`src/rtl/mosaic_bayer_encoder.sv`:
```
// Raster RGB to single-channel GB/RG Bayer encoder; appends zero flush rows after each frame.
// Define MOSAIC_CHECKSUM_EN to build the per-frame byte checksum on oChecksum.
module mosaic_bayer_encoder #(
    parameter int width      = 1920,
    parameter int height     = 1080,
    parameter int kernelSize = 7
) (
    input  logic        clk,
    input  logic        reset,
    input  logic [7:0]  iR,
    input  logic [7:0]  iG,
    input  logic [7:0]  iB,
    input  logic        iValid,
    output logic        oReady,
    output logic [7:0]  oData,
    output logic        oValid,
    output logic        oDone,
    output logic [31:0] xCnt,
    output logic [31:0] yCnt,
    output logic [15:0] frameCnt,
    output logic [31:0] oChecksum
);

    localparam int boundary_width = (kernelSize - 1) / 2;
    localparam int flush_pixels   = width * (boundary_width + 1);

    localparam logic [31:0] x_last     = 32'(width - 1);
    localparam logic [31:0] y_last     = 32'(height - 1);
    localparam logic [31:0] flush_last = 32'(flush_pixels - 1);

    typedef enum logic {
        ACTIVE = 1'b0,
        FLUSH  = 1'b1
    } state_t;

    state_t      state_reg, state_next;
    logic [31:0] x_reg, x_next;
    logic [31:0] y_reg, y_next;
    logic [31:0] flush_reg, flush_next;
    logic [7:0]  data_reg, data_next;
    logic        valid_reg, valid_next;
    logic        done_reg, done_next;
    logic [31:0] xcnt_reg, xcnt_next;
    logic [31:0] ycnt_reg, ycnt_next;
    logic [15:0] frame_reg, frame_next;

    logic        accept;
    logic [7:0]  bayer_sample;

    assign oReady = (state_reg == ACTIVE);
    assign accept = iValid & oReady;

    // GB on even rows, RG on odd rows
    always_comb begin
        bayer_sample = iG;
        case ({y_reg[0], x_reg[0]})
            2'b00:   bayer_sample = iG;
            2'b01:   bayer_sample = iB;
            2'b10:   bayer_sample = iR;
            default: bayer_sample = iG;
        endcase
    end

    always_comb begin
        state_next = state_reg;
        x_next     = x_reg;
        y_next     = y_reg;
        flush_next = flush_reg;
        data_next  = data_reg;
        valid_next = 1'b0;
        done_next  = 1'b0;
        xcnt_next  = xcnt_reg;
        ycnt_next  = ycnt_reg;
        frame_next = frame_reg;

        case (state_reg)
            ACTIVE: begin
                if (accept) begin
                    valid_next = 1'b1;
                    data_next  = bayer_sample;
                    xcnt_next  = x_reg;
                    ycnt_next  = y_reg;
                    if (x_reg == x_last) begin
                        x_next = '0;
                        if (y_reg == y_last) begin
                            y_next     = '0;
                            flush_next = '0;
                            state_next = FLUSH;
                        end else begin
                            y_next = y_reg + 32'd1;
                        end
                    end else begin
                        x_next = x_reg + 32'd1;
                    end
                end
            end
            FLUSH: begin
                valid_next = 1'b1;
                data_next  = '0;
                xcnt_next  = '0;
                ycnt_next  = '0;
                // Last flush sample closes the frame; ACTIVE resumes so the next
                // frame's first pixel can be taken in the same cycle as oDone.
                if (flush_reg == flush_last) begin
                    done_next  = 1'b1;
                    frame_next = frame_reg + 16'd1;
                    flush_next = '0;
                    state_next = ACTIVE;
                end else begin
                    flush_next = flush_reg + 32'd1;
                end
            end
            default: state_next = ACTIVE;
        endcase
    end

    always_ff @(posedge clk) begin
        if (reset) begin
            state_reg <= ACTIVE;
            x_reg     <= '0;
            y_reg     <= '0;
            flush_reg <= '0;
            data_reg  <= '0;
            valid_reg <= 1'b0;
            done_reg  <= 1'b0;
            xcnt_reg  <= '0;
            ycnt_reg  <= '0;
            frame_reg <= '0;
        end else begin
            state_reg <= state_next;
            x_reg     <= x_next;
            y_reg     <= y_next;
            flush_reg <= flush_next;
            data_reg  <= data_next;
            valid_reg <= valid_next;
            done_reg  <= done_next;
            xcnt_reg  <= xcnt_next;
            ycnt_reg  <= ycnt_next;
            frame_reg <= frame_next;
        end
    end

    assign oData    = data_reg;
    assign oValid   = valid_reg;
    assign oDone    = done_reg;
    assign xCnt     = xcnt_reg;
    assign yCnt     = ycnt_reg;
    assign frameCnt = frame_reg;

`ifdef MOSAIC_CHECKSUM_EN
    logic [31:0] acc_reg, acc_next;
    logic [31:0] sum_reg, sum_next;
    logic [31:0] acc_plus;

    // Summed alongside the output register so the total is visible with oDone.
    always_comb begin
        acc_plus = acc_reg + {24'd0, data_next};
        acc_next = acc_reg;
        sum_next = sum_reg;
        if (valid_next) begin
            if (done_next) begin
                sum_next = acc_plus;
                acc_next = '0;
            end else begin
                acc_next = acc_plus;
            end
        end
    end

    always_ff @(posedge clk) begin
        if (reset) begin
            acc_reg <= '0;
            sum_reg <= '0;
        end else begin
            acc_reg <= acc_next;
            sum_reg <= sum_next;
        end
    end

    assign oChecksum = sum_reg;
`else
    assign oChecksum = '0;
`endif

endmodule

```
`config.mk`:
```
export PLATFORM = sky130hd
export DESIGN_NAME = mosaic_bayer_encoder
export DESIGN_NICKNAME = d
export VERILOG_FILES = /design/src/rtl/mosaic_bayer_encoder.sv
export SDC_FILE = /design/constraint.sdc
export NUM_CORES = 1
export LEC_CHECK = 0
export ABC_AREA = 1
export BUFFER_PORTS_ARGS = -buffer_cell sky130_fd_sc_hd__buf_2
export CAP_MARGIN = 20
export CORE_ASPECT_RATIO = 0.7
export CORE_MARGIN = 2
export CORE_UTILIZATION = 50
export CTS_CLUSTER_SIZE = 12
export DETAILED_ROUTE_END_ITERATION = 10
export PLACE_DENSITY = 0.71
export SYNTH_ARGS = -nofsm -noshare
export SYNTH_HDL_FRONTEND = slang
export SYNTH_SLANG_ARGS = --single-unit
```
`constraint.sdc`:
```
create_clock -name clk -period 2.3 [get_ports clk]
set_clock_uncertainty 0.1 [all_clocks]
set_input_delay 0.345 -clock clk [delete_from_list [all_inputs] [get_ports clk]]
set_output_delay 0.345 -clock clk [all_outputs]
set_load 0.005 [all_outputs]
```
==> impl_metrics.yaml <==
synthesis:
  ys.flop_type: "dfxtp_1"
  netlist_area_um2: 9882
  synth.distinct_cells: 39
  ys_seq_elements: 187
  synth_common_cells: "nand2_1 (461), nor2_1 (212), dfxtp_1 (187), a21oi_1 (159), nand3_1 (157)"
  yosysWarnings: 0
  netlist_top_cells_area: "dfxtp_1 (38%), nand2_1 (18%), a21oi_1 (8.1%)"
  synthMostInstantiatedCell: "nand2_1"
  synth_top_area_share_pct: 37.88
  ys_seq_area_share_pct: 37.88
  synth_enable_flop_cells: 0
  netlist_instances: 1529
  post-synth-top-area-cell: "dfxtp_1"
  avgSynthCellArea_um2: 6.463
  async_reset_ff_share_pct: 0
critical_path:
  path_delay_family: "simple AND/OR/NAND/NOR gates"
  cp-end-kind: "flop"
  crit_arrival_ns: 2.38
  path_common_cell: "nand2_1"
  cp_cell_sequence: "ha_1, nand3_2, nor2_2, nand2_1, nor2_4, nand2_8, nand2_1, inv_1, o21ai_0, nor2_1"
  crit_fanout: 26
  path_buf_inv: 1
  slowest_stage: "dfxtp_1"
  critPathMaxStageDelay_ns: 0.45
  cp.required_ns: 2.54
  crit_path_start_kind: "flop"
  path_class: "flop to flop"
sta:
  final_hold_viol_count: 0
  finalHoldWorstSlack_ns: 0.09582
  post-route-min-period_ns: 2.136
  fmaxAchievable_mhz: 468.2
  slew_violations: 0
  fin_tns_setup_ns: 0
  slew-limit-headroom_pct: 46.14
  worst_pin_slew_ns: 0.8079
  setup_slack_ns: 0.1643
  period_share_pct: 92.86
  setup_viol: 0
drt:
  wl_um: 26850
  avgRoutedWirePerCell_um: 14.06
  antenna_left: 0
  drtIter0Drc: 1047
  vias: 10011
  drt-pass1-iter-count: 5
  top_layer_used: "met4"
  route.met3.wl_um: 2286
  drc: 0
  vias_per_cell: 5.241
  drt-met1-wl_um: 13390
  wl_met2_um: 10870
power_and_ir_drop:
  peakVddDrop_v: 0.0004874
  power_density_nw_per_um2: 579.6
  total_power_mw: 6.521
  power.leakage_nw: 4.407
placement:
  dp_cells: 1878
  post-dp-hpwl_um: 18870
  io_buffers: 117
  pre_cts_ws_ns: 0.1457
  place_area_um2: 10630
  routabilityCongestion: 0.9477
layout:
  num_antenna_cells: 0
  utilization_pct: 58.82
  layout.cells.non_filler: 1910
  layout-drive-gt1-share_pct: 12.82
  nets: 1666
  areaGrowthSynthToFinish_pct: 13.85
  final_area_um2: 11250
floorplanning:
  fp.dieW_um: 172.0
  die_y_um: 121.6
  num_io_pins: 150
  dieArea_um2: 20920
  start_util_pct: 51.66
  row_count: 42
  placeableCoreArea_um2: 19130
global_route:
  grt_pass1_vias: 8610
  grt_max_degree: 157
  grt_use_total_pct: 25.89
  grt_overflow_total: 0
  grt_pass1_wl_um: 43390
  antenna_found_initial: 0
run_status:
  status: "finished, final reports clean"
cts:
  h-tree-depth: 4
  clock_latency_ns: 0.45
  numCtsBuffers: 17
  cts_setup_buffers: 0
  ctsResizeCount: 0
  clock_path_buffers: 2
  path_clk_slew_ns: 0.07
  cts_hold_buf: 0
  cts_tree: "yes"
  clock-sinks: 187
  cts_root_buf: "clkbuf_16"
hold_path:
  hold_class: "input pin to flop"
run:
  maxCapViolations: 0
[cell type report]
class / count / area [um2]
multi-input combinational: 1179 / 5358
fill: 1861 / 7878
timing repair buffer: 144 / 815.8
inverter: 104 / 401.6
clock buffer: 17 / 425.4
tap: 264 / 330.3
sequential: 187 / 3744
clock inverter: 15 / 176.4
[logic make-up after synthesis]
group / after synthesis / share of synthesized area (%)
compound gates: 208 / 11.26
xor+xnor: 27 / 2.393
fa+ha+maj: 6 / 0.7597
buf+inv: 194 / 9.268
flops: 187 / 37.88
other cells: 1 / 0.03795
simple gates: 906 / 38.40
[worst min-delay path: stages]
cell	delay, ns
buf_2	0.08
o211ai_1	0.07
a21oi_1	0.11
[placed cells by master (no fill, tap or decap), types with 5 or more instances in the layout]
| cell | instances |
|---|---|
| nand2_1 | 461 |
| nor2_1 | 211 |
| dfxtp_1 | 187 |
| a21oi_1 | 159 |
| nand3_1 | 157 |
| buf_2 | 116 |
| inv_1 | 98 |
| conb_1 | 32 |
| nor3_1 | 27 |
| buf_4 | 26 |
| o21ai_0 | 20 |
| xor2_1 | 19 |
| clkbuf_16 | 17 |
| nand4_1 | 16 |
| a21o_1 | 15 |
| or2_2 | 13 |
| xnor2_1 | 8 |
| o211ai_1 | 8 |
| nor2_2 | 5 |
| inv_8 | 5 |
| ha_1 | 5 |
[power breakdown]
part / internal (mW) / leakage, nW / total (mW) / switching (mW)
Sequential: 3.25 / 1.51 / 3.26 / 0.0102
Combinational: 0.0642 / 2.61 / 0.222 / 0.158
Clock: 1.56 / 0.292 / 3.04 / 1.48
Total: 4.87 / 4.41 / 6.52 / 1.65
[worst paths after layout]
check / cells past startpoint / from / end / slack [ns]
setup / recovery: 10 / x_reg[0]$_SDFFE_PP0P_ / x_reg[28]$_SDFFE_PP0P_ / 0.16
hold / removal: 3 / iG[5] / oData[5]$_SDFFE_PP0P_ / 0.1
setup reg to reg: 10 / x_reg[0]$_SDFFE_PP0P_ / x_reg[28]$_SDFFE_PP0P_ / 0.16
hold reg to reg: 2 / yCnt[16]$_SDFFE_PP0P_ / yCnt[16]$_SDFFE_PP0P_ / 0.36
[layer usage]
layer,up-vias,GRT usage (%)
li1,5093,-
met1,4525,39.28
met2,365,36.70
met3,28,5.880
met4,0,6.723
met5,-,0
(Power assumes the default switching activity.)
